**src/rtl/reg_op_pkg.sv**
```systemverilog
// Shared constants for the register-file sequencer: widths, opcodes,
// FSM state encoding and rf_valid bit positions.
package reg_op_pkg;

  localparam int DATA_W = 8;
  localparam int ADDR_W = 5;

  localparam logic [2:0] OP_ADD  = 3'b000;
  localparam logic [2:0] OP_SUB  = 3'b001;
  localparam logic [2:0] OP_AND  = 3'b010;
  localparam logic [2:0] OP_OR   = 3'b011;
  localparam logic [2:0] OP_XOR  = 3'b100;
  localparam logic [2:0] OP_ADDI = 3'b101;
  localparam logic [2:0] OP_SHL  = 3'b110;
  localparam logic [2:0] OP_LI   = 3'b111;

  typedef enum logic [1:0] {
    ST_IDLE = 2'd0,
    ST_READ = 2'd1,
    ST_EXEC = 2'd2,
    ST_WB   = 2'd3
  } state_e;

  // rf_valid bit positions
  localparam int RF_WR_BIT  = 2;
  localparam int RF_RD1_BIT = 1;
  localparam int RF_RD2_BIT = 0;

endpackage

```
**src/rtl/reg_op_alu.sv**
```systemverilog
// Combinational 8-bit ALU for the sequencer.
// Macro ALU_SHIFT_EN: when defined, opcode 110 is SHL; otherwise it is a
// NOP (wr_o=0) and no shifter is built.
module reg_op_alu
  import reg_op_pkg::*;
(
  input  logic [2:0]        opcode_i,
  input  logic [DATA_W-1:0] a_i,
  input  logic [DATA_W-1:0] b_i,
  input  logic [DATA_W-1:0] imm_i,
  output logic [DATA_W-1:0] value_o,
  output logic              carry_o,
  output logic              wr_o
);

  logic [DATA_W:0] add_ab;
  logic [DATA_W:0] add_ai;
  logic [DATA_W:0] sub_ab;

  // Nine-bit sums expose carry-out; the subtraction MSB is the borrow (A<B).
  assign add_ab = {1'b0, a_i} + {1'b0, b_i};
  assign add_ai = {1'b0, a_i} + {1'b0, imm_i};
  assign sub_ab = {1'b0, a_i} - {1'b0, b_i};

  // Operation select; wr_o=0 marks a result that must not be committed.
  always_comb begin
    value_o = '0;
    carry_o = 1'b0;
    wr_o    = 1'b1;
    case (opcode_i)
      OP_ADD:  begin value_o = add_ab[DATA_W-1:0]; carry_o = add_ab[DATA_W]; end
      OP_SUB:  begin value_o = sub_ab[DATA_W-1:0]; carry_o = sub_ab[DATA_W]; end
      OP_AND:  value_o = a_i & b_i;
      OP_OR:   value_o = a_i | b_i;
      OP_XOR:  value_o = a_i ^ b_i;
      OP_ADDI: begin value_o = add_ai[DATA_W-1:0]; carry_o = add_ai[DATA_W]; end
`ifdef ALU_SHIFT_EN
      OP_SHL:  value_o = a_i << b_i[2:0];
`else
      OP_SHL:  wr_o = 1'b0;
`endif
      OP_LI:   value_o = imm_i;
      default: wr_o = 1'b0;
    endcase
  end

endmodule

```
**src/rtl/reg_op_sequencer.sv**
```systemverilog
// Four-cycle single-issue sequencer in front of the 32x8 register file:
// IDLE -> READ -> EXEC -> WB. Honours ALU_SHIFT_EN through reg_op_alu.
module reg_op_sequencer
  import reg_op_pkg::*;
(
  input  logic              clk,
  input  logic              rst_n,
  input  logic              instr_valid,
  output logic              instr_ready,
  input  logic [2:0]        opcode,
  input  logic [ADDR_W-1:0] rs1,
  input  logic [ADDR_W-1:0] rs2,
  input  logic [ADDR_W-1:0] rd,
  input  logic [DATA_W-1:0] imm,
  output logic [2:0]        rf_valid,
  output logic [ADDR_W-1:0] rf_read_addr_1,
  output logic [ADDR_W-1:0] rf_read_addr_2,
  output logic [ADDR_W-1:0] rf_write_addr,
  output logic [DATA_W-1:0] rf_write_data,
  input  logic [DATA_W-1:0] rf_read_1,
  input  logic [DATA_W-1:0] rf_read_2,
  output logic [DATA_W-1:0] result,
  output logic              carry,
  output logic              done
);

  state_e            state_q, state_d;
  logic              ready_q;
  logic              accept;
  logic [2:0]        op_q;
  logic [ADDR_W-1:0] rs1_q, rs2_q, rd_q;
  logic [DATA_W-1:0] imm_q;
  logic [DATA_W-1:0] result_q;
  logic              carry_q;
  logic              wb_en_q;
  logic [DATA_W-1:0] alu_value;
  logic              alu_carry;
  logic              alu_wr;

  // ready is registered so it stays low throughout reset and rises one
  // edge after release; it can only be high while the FSM is in IDLE.
  assign accept      = instr_valid & ready_q;
  assign instr_ready = ready_q;
  assign result      = result_q;
  assign carry       = carry_q;

  reg_op_alu u_alu (
    .opcode_i (op_q),
    .a_i      (rf_read_1),
    .b_i      (rf_read_2),
    .imm_i    (imm_q),
    .value_o  (alu_value),
    .carry_o  (alu_carry),
    .wr_o     (alu_wr)
  );

  // State register and ready flag.
  always_ff @(posedge clk or negedge rst_n) begin
    if (!rst_n) begin
      state_q <= ST_IDLE;
      ready_q <= 1'b0;
    end else begin
      state_q <= state_d;
      ready_q <= (state_d == ST_IDLE);
    end
  end

  // Capture the instruction fields on the accept edge.
  always_ff @(posedge clk or negedge rst_n) begin
    if (!rst_n) begin
      op_q  <= '0;
      rs1_q <= '0;
      rs2_q <= '0;
      rd_q  <= '0;
      imm_q <= '0;
    end else if (accept) begin
      op_q  <= opcode;
      rs1_q <= rs1;
      rs2_q <= rs2;
      rd_q  <= rd;
      imm_q <= imm;
    end
  end

  // Register the ALU outcome at the end of EXEC; a NOP leaves result/carry alone.
  always_ff @(posedge clk or negedge rst_n) begin
    if (!rst_n) begin
      result_q <= '0;
      carry_q  <= 1'b0;
      wb_en_q  <= 1'b0;
    end else if (state_q == ST_EXEC) begin
      wb_en_q <= alu_wr;
      if (alu_wr) begin
        result_q <= alu_value;
        carry_q  <= alu_carry;
      end
    end
  end

  // Next-state and register-file handshake decode; addresses/data are zero
  // whenever their rf_valid bit is low.
  always_comb begin
    state_d        = state_q;
    rf_valid       = 3'b000;
    rf_read_addr_1 = '0;
    rf_read_addr_2 = '0;
    rf_write_addr  = '0;
    rf_write_data  = '0;
    done           = 1'b0;
    case (state_q)
      ST_IDLE: begin
        if (accept) state_d = ST_READ;
      end
      ST_READ: begin
        state_d                = ST_EXEC;
        rf_valid[RF_RD1_BIT]   = 1'b1;
        rf_valid[RF_RD2_BIT]   = 1'b1;
        rf_read_addr_1         = rs1_q;
        rf_read_addr_2         = rs2_q;
      end
      ST_EXEC: begin
        state_d = ST_WB;
      end
      ST_WB: begin
        state_d = ST_IDLE;
        done    = 1'b1;
        if (wb_en_q) begin
          rf_valid[RF_WR_BIT] = 1'b1;
          rf_write_addr       = rd_q;
          rf_write_data       = result_q;
        end
      end
      default: state_d = ST_IDLE;
    endcase
  end

endmodule

```
**config.mk**
```make
export PLATFORM = sky130hd
export DESIGN_NAME = reg_op_sequencer
export DESIGN_NICKNAME = d
export VERILOG_FILES = /design/src/rtl/reg_op_pkg.sv /design/src/rtl/reg_op_alu.sv /design/src/rtl/reg_op_sequencer.sv
export SDC_FILE = /design/constraint.sdc
export NUM_CORES = 1
export LEC_CHECK = 0
export BUFFER_PORTS_ARGS = -buffer_cell sky130_fd_sc_hd__buf_2
export CAP_MARGIN = 20
export CORE_MARGIN = 2
export CORE_UTILIZATION = 50
export DETAILED_ROUTE_END_ITERATION = 6
export PLACE_DENSITY = 0.86
export SETUP_SLACK_MARGIN = 0.3
export SKIP_LAST_GASP = 1
export SYNTH_ARGS = -nofsm -noshare
export SYNTH_HDL_FRONTEND = slang
export SYNTH_SLANG_ARGS = --single-unit
```
**constraint.sdc**
```tcl
create_clock -name clk -period 6.2 [get_ports clk]
set_input_delay 1.24 -clock clk [delete_from_list [all_inputs] [get_ports clk]]
set_output_delay 1.24 -clock clk [all_outputs]
set_load 0.02 [all_outputs]
```
; ---- Word level (Yosys, flattened, before mapping)
; Index checks and enable logic that the tools add are counted.
; Widths: inputs -> output; s select.
[word_totals]
input_bits = 45
latchBits = 0
n_memories = 0
reg_bits = 39
elab_cells = 47
output_inout_bits = 37
ramBits = 0
mem_bits_ro = 0
[classes]
addsub = 3
eq_ne = 10
n_div = 0
n_reduce_logical = 4
order_cmp = 0
mul = 0
n_shift = 0
bitwise_logic = 5
muxes = 15
[ops]
columns = cell, n
row1 = $pmux 8 s7, 1
row2 = $mux 5, 4
row3 = $add 8x8->9, 2
row4 = $mux 8, 2
row5 = $eq 3x3->1 const B, 4
row6 = $sub 8x8->9, 1
row7 = $and 8x8->8, 1
row8 = $or 8x8->8, 1
row9 = $pmux 2 s4, 1
row10 = $xor 8x8->8, 1
row11 = $eq 3x2->1 const B, 2
row12 = $eq 2x2->1 const B, 2
row13 = $logic_not 2->1, 2
row14 = $mux 1, 4
row15 = $mux 2, 2
row16 = $eq 3x1->1 const B, 1
row17 = $logic_not 3->1, 1
row18 = $pmux 1 s3, 1
row19 = $eq 2x1->1 const B, 1
row20 = $reduce_and 2->1, 1
row21 = $and 1x1->1, 1
row22 = $not 1->1, 1

; ---- Depth between registers and ports, before layout
; Gate-level depths: netlist of the first run.
[logic_depth]
ltp_word = 4
mapped_depth = 8
depth_no_buf = 8

; ---- Cells and area by module
; From an unflattened synthesis of the first run, not the netlist that was laid out.
[hier_totals]
hier_cells = 358
area_unflattened_um2 = 3493.4
[modules_own_cells]
columns = module, n_inst, seq_area_each_um2, area_per_inst_um2, cells_each
row1 = reg_op_alu, 1, 0.0, 1751.7, 242
row2 = reg_op_sequencer, 1, 975.9, 1741.7, 116

; ---- Worst setup path before layout of the first run
; OpenSTA, ideal clock, no wires.
[synth_timing]
path_kind = in2reg
startpoint = in rf_read_1[3]
endpoint = reg result_q[7], in the netlist result[7]
t_required_ps = 6104
slack_ps = 3161
n_path_buf = 1
arrival_ps = 2944
setup_time_ps = 96
path_stages = 8
cell_sequence = inv_1 ha_1 buf_6 or3_1 o2111a_2 nor4b_4 o31a_1 o32ai_2
[synth_between]
elab_chain_len = 2
word_cells_on_any_way = 4
cone_classes = add/sub (3) / mux (1)
[synth_rtl]
columns = item, line_no
row1 = "start, declared", reg_op_sequencer.sv:20  ; input logic [DATA_W-1:0] rf_read_1,
row2 = $add 8x8->9 (tied with other cells), reg_op_alu.sv:22  ; assign add_ai = {1'b0, a_i} + {1'b0, imm_i};
row3 = $pmux 8 s7 (*), reg_op_alu.sv:30  ; case (opcode_i)
row4 = "end signal, assigned", reg_op_sequencer.sv:94  ; result_q <= alu_value;
row5 = "end, declared", reg_op_sequencer.sv:33  ; logic [DATA_W-1:0] result_q;
; Mark *: on every way between the ends. The rest lies on a longest branch, timed or not.
; A chain may end at the register's enable or synchronous reset.

; ---- Worst setup path in the final report of the first run
[layout_timing]
startpoint = in rf_read_1[2]
endpoint = reg result_q[5], in the netlist result[5]
; The elaborated chain is that of the path after synthesis.

==> metrics.txt, run 1 <==
Achievable Freq approximately 0.33 GHz; worst setup path class in2reg; global-route usage over all layers 0.2372; ordered list of cells on the worst path buf_2 > inv_1 > ha_1 > or3_1 > o2111a_2 > and4b_1 > a2111oi_0 > a21oi_1; overall routed net length about 8.8 mm; vias post-DR 3105; clock slew at the register clock pins of the worst setup and hold paths 0.07 ns; unrepaired setup endpoints after global routing false; CTS hold repair buffers 0; Async SR Flop Fraction 1.000; outcome completed; most frequent cells in the layout sky130_fd_sc_hd__buf_2, sky130_fd_sc_hd__dfrtp_1, sky130_fd_sc_hd__ha_1; signed area change from the synthesized netlist to the final layout 14.49%; most common library cell in the layout ignoring fill and taps sky130_fd_sc_hd__buf_2; Critical Path Max Stage Delay ~0.41 ns; Placement Cell Area 3820 um^2; number of search-and-repair iterations in the first detailed-routing pass 5; total of flip-flops plus latches after synthesis 39; Worst Clk Skew ~0.0088 ns; number of DRC violations after detailed-routing iteration 0 195; global-route wire length before repair 14.17 mm; gp weighted congestion 0.9548; horizontal die dimension 86.91 um; Longest Clk Path Bufs 2; total nets after synthesis around 460; aggregate negative setup slack 0 ns; remaining design rule violation count 0; ANT cells 0; Worst Path Required 6.36 ns; number of setup violations in the final report 0; share of the yosys chip area belonging to registers 0.2839; DP Wirelength 6.753 mm; clock root buffer sky130_fd_sc_hd__clkbuf_8; effective utilization at floorplan 0.5115; final critical delay including setup and external delays 2.993 ns; count of pins on the block boundary roughly 80; number of flops mapped to enable cells by yosys 0; vias in the first global route just under 3000; TritonCTS clock tree yes; worst vdd rail ir drop 0.2674 mV; number of unique standard cell types used by synthesis between 50 and 60; power per unit of standard cell area 447.9 nW/um^2; number of maximum-capacitance violations 0; number of instances resized during post-cts repair 0; pins over their slew limit 0; crit start category input pin; Post-synth top flop sky130_fd_sc_hd__dfrtp_1; crit path max-delay cell type sky130_fd_sc_hd__ha_1; total clock buffers created by CTS 5; largest area contributor in the synthesized netlist sky130_fd_sc_hd__dfrtp_1; number of hold-slack violations in the final timing report 0; routed wirelength normalized by instance count 16.80 um; maximum number of pins on one net before global-route repair 43; clock sink count 39; Leak Pwr 0.001951 uW; Synth area leaders sky130_fd_sc_hd__dfrtp_1, sky130_fd_sc_hd__ha_1, sky130_fd_sc_hd__mux2_2, sky130_fd_sc_hd__inv_1, sky130_fd_sc_hd__a21oi_1; total of warnings raised by yosys 0; final net count 529; floorplan core area between 6000 and 7000 um^2; depth of the CTS H-tree 2; normalized max-slew margin 0.4261; Post-Syn Area per Cell 9.141 um^2; portion of synthesized cell area occupied by the leading cell type 0.2839; cell count after synthesis 376; kind of end point of the critical path flip-flop; post-route fraction of the period consumed by the critical path 0.4827; post-route antenna net violation count 0; Port Buffers 81; post-CTS setup buffer count 0; Worst Max-Slew Pin Slew between 0.8 and 0.9 ns; GRT Residual Overflow 0; Skew-Pair Late Insertion Delay 0.29 ns; antenna violations before repair 0; Die ar. around 7600 um^2; area of the mapped netlist 3437 um^2; area of all placed cells without fillers 3935 um^2; chip height 86.91 um; HP Class reg2reg; ratio of cells with drive above 1 in the final layout 0.2793; CP Data Arrival Time 3.16 ns; detail-routed via count per cell a little under 6; Worst Path Max Fanout 9; Row Count 30
-- Yosys cell counts (7+ instances only) --
| cell type | number |
|---|---|
| sky130_fd_sc_hd__a21oi_1 | 21 |
| sky130_fd_sc_hd__a31oi_1 | 7 |
| sky130_fd_sc_hd__and2_1 | 12 |
| sky130_fd_sc_hd__and3_1 | 14 |
| sky130_fd_sc_hd__clkbuf_1 | 12 |
| sky130_fd_sc_hd__dfrtp_1 | 39 |
| sky130_fd_sc_hd__ha_1 | 37 |
| sky130_fd_sc_hd__inv_1 | 31 |
| sky130_fd_sc_hd__mux2_2 | 27 |
| sky130_fd_sc_hd__nand2_1 | 12 |
| sky130_fd_sc_hd__nand3_1 | 12 |
| sky130_fd_sc_hd__nor2_1 | 20 |
| sky130_fd_sc_hd__nor2b_1 | 8 |
| sky130_fd_sc_hd__o21ai_0 | 19 |
-- logic make-up (layout without fill, tap and decap cells) --
logic type	count (synthesis)	in the layout	synth area share
compound gates	99	99	0.1980
xor+xnor	4	4	0.01019
fa+ha+maj	40	40	0.1522
buf+inv	53	121	0.07171
flops	39	39	0.2839
mux	32	32	0.1030
simple gates	109	109	0.1809
-- cell type report --
| type | count | area [um^2] |
|---|---|---|
| clock buffer | 6 | 82.58 |
| clock inverter | 1 | 5.005 |
| fill | 601 | 2784 |
| inverter | 31 | 116.4 |
| multi-input combinational | 284 | 2215 |
| sequential | 39 | 975.9 |
| tap | 80 | 100.1 |
| timing repair buffer | 83 | 440.4 |
-- state kept, by name, indices dropped and copies added (netlist names) --
name	cells
imm_q	8
instr_ready	1
rs2_q	5
op_q	3
rs1_q	5
rd_q	5
result	8
wb_en_q	1
state_q	2
carry	1
-- per-layer routing --
metal,global-route usage,vias to the layer above,share of wire
met5,0,-,0
met4,0.1051,0,0.038
met3,0.03507,23,0.044
met2,0.3928,106,0.49
met1,0.3069,1482,0.43
li1,-,1494,-
-- report_power, final --
| part | leakage (uW) | switching [uW] | internal [uW] |
|---|---|---|---|
| sequential | 0.000458 | 147 | 386 |
| clock | 0.0000470 | 83.4 | 87.2 |
| combinational | 0.00145 | 614 | 445 |
| total | 0.00195 | 844 | 918 |
-- critical path, delay by kind of cell --
kind | cells | cell delay, ns
fa+ha+maj | 1 | 0.41
simple gates | 2 | 0.58
compound gates | 3 | 0.76
buf+inv | 2 | 0.17
-- metrics by stage --
step | util | total power, uW | setup slack, ns | cells | hold WS (ns)
3_3_place_gp | 0.5685 | 1537 | 2.970 | 516 | 0.4786
4_1_cts | 0.5816 | 1750 | 3.212 | 523 | 0.5042
5_1_grt | 0.5857 | 1899 | 3.051 | 524 | 0.5225
2_1_floorplan | - | 1288 | 3.161 | 376 | 0.4712
3_5_place_dp | 0.5685 | 1574 | 2.902 | 516 | 0.4871
6_report | 0.5857 | 1762 | 3.207 | 524 | 0.5005
-- final timing paths --
path | from | to | slack (ns) | cells past startpoint
setup / recovery | rf_read_1[2] | result[5] | 3.21 | 8
max in group asynchronous | rst_n | result[5] | 4.60 | 1
min in group asynchronous | rst_n | rd_q[1] | 1.06 | 1
hold reg to reg | rd_q[4] | rd_q[4] | 0.50 | 1
hold / removal | rd_q[4] | rd_q[4] | 0.50 | 1
setup reg to reg | imm_q[0] | result[6] | 3.95 | 7
(Power assumes the default switching activity.)
==> run 2: changes to the inputs <==
Settings changed: PLACE_DENSITY 0.86 to 0.89.
Clock period 6.2 ns to 2.7 ns, I/O delays scaled along.
==> metrics.txt, run 2 (same netlist as run 1, synthesis figures left out) <==
clock root buffer sky130_fd_sc_hd__clkbuf_8; global-route wire length before repair between 10 and 15 mm; gp weighted congestion 0.9697; TritonCTS clock tree yes; signed area change from the synthesized netlist to the final layout 15.69%; HP Class in2async; CP Data Arrival Time 2.50 ns; power per unit of standard cell area 1037 nW/um^2; pins over their slew limit 0; Worst Path Required 2.87 ns; Port Buffers 81; worst vdd rail ir drop 0.6634 mV; unrepaired setup endpoints after global routing false; kind of end point of the critical path flip-flop; detail-routed via count per cell between 6 and 7; CP delay by family, top compound AO/OA/AOI/OAI gates; number of setup violations in the final report 0; floorplan core area 6719 um^2; Worst Path Max Fanout 4; outcome completed; Skew-Pair Late Insertion Delay 0.30 ns; remaining design rule violation count 0; overall routed net length between 9 and 10 mm; clock sink count 39; crit start category input pin; worst setup path class in2reg; vias in the first global route ~3000; ratio of cells with drive above 1 in the final layout 0.2936; count of pins on the block boundary 82; depth of the CTS H-tree 2; post-route fraction of the period consumed by the critical path 0.8625; stages on the worst setup path 8; number of hold-slack violations in the final timing report 0; DP Wirelength 6.962 mm; Leak Pwr 0.001973 uW; maximum number of pins on one net before global-route repair 40; number of maximum-capacitance violations 0; Row Count 30; number of DRC violations after detailed-routing iteration 0 285; vias post-DR 3226; aggregate negative setup slack 0 ns; final critical delay including setup and external delays between 2 and 2.5 ns; final net count between 500 and 600; horizontal die dimension 86.91 um; global-route usage over all layers 0.2394; total clock buffers created by CTS 5; normalized max-slew margin 0.4214; number of instances resized during post-cts repair 0; CTS hold repair buffers 0; clock slew at the register clock pins of the worst setup and hold paths around 0.090 ns; Achievable Freq 0.4294 GHz; chip height 86.91 um; post-route antenna net violation count 0; crit path max-delay cell type sky130_fd_sc_hd__a2111oi_0; Placement Cell Area between 3000 and 4000 um^2; antenna violations before repair 0; effective utilization at floorplan 0.5115; Die ar. 7553 um^2; Worst R2R Path Depth 7; area of all placed cells without fillers 3976 um^2; Worst Max-Slew Pin Slew 0.8679 ns; most common library cell in the layout ignoring fill and taps sky130_fd_sc_hd__buf_2; Longest Clk Path Bufs 2; routed wirelength normalized by instance count 16.97 um; Worst Clk Skew between 0.009 and 0.01 ns; post-CTS setup buffer count 0; Bufs and invs on worst path 2; number of search-and-repair iterations in the first detailed-routing pass 5; most frequent cells in the layout sky130_fd_sc_hd__buf_2, sky130_fd_sc_hd__dfrtp_1, sky130_fd_sc_hd__ha_1; ordered list of cells on the worst path buf_2 > inv_1 > ha_1 > or3_1 > o2111a_2 > and4b_1 > a2111oi_0 > a21oi_1; Critical Path Max Stage Delay 0.46 ns; ANT cells 0; GRT Residual Overflow 0
[run 2: path summary, 6_finish.rpt]
path,from,to,slack [ns]
setup / recovery,rf_read_1[3],result[5],0.37
hold / removal,rst_n,imm_q[4],0.36
setup reg to reg,imm_q[0],result[6],0.49
hold reg to reg,rs1_q[4],rs1_q[4],0.50
max in group asynchronous,rst_n,instr_ready,1.80
min in group clk,opcode[2],op_q[2],0.47
[run 2: routing by layer]
layer / track usage / vias to the layer above / wire length [um]
li1: - / 1513 / -
met1: 0.3087 / 1506 / 3589
met2: 0.4108 / 169 / 4448
met3: 0.03507 / 38 / 690
met4: 0.07955 / 0 / 318
met5: 0 / - / 0
[run 2: final cells by class]
type / count / area (um^2)
inverter: 31 / 116.4
tap: 80 / 100.1
clock inverter: 3 / 20.02
sequential: 39 / 975.9
multi-input combinational: 284 / 2215
clock buffer: 5 / 68.82
fill: 568 / 2743
timing repair buffer: 91 / 480.5
[run 2: power by group]
part	leakage, uW	switching [uW]	internal (uW)
combinational	0.00148	1430	1060
sequential	0.000458	347	886
clock	0.0000402	220	180
[run 2: metrics by stage]
step | std cells | util | setup WS, ns | hold slack [ns] | power [uW]
finish | 533 | 0.5918 | 0.3713 | 0.3604 | 4123
global route | 533 | 0.5918 | 0.3148 | 0.4452 | 4409
CTS | 533 | 0.5918 | 0.4439 | 0.3875 | 4078
detailed placement | 525 | 0.5786 | 0.1311 | 0.4873 | 3678
global placement | 525 | 0.5786 | 0.2315 | 0.4786 | 3568
floorplan | 376 | - | 0.3609 | 0.2444 | 2958
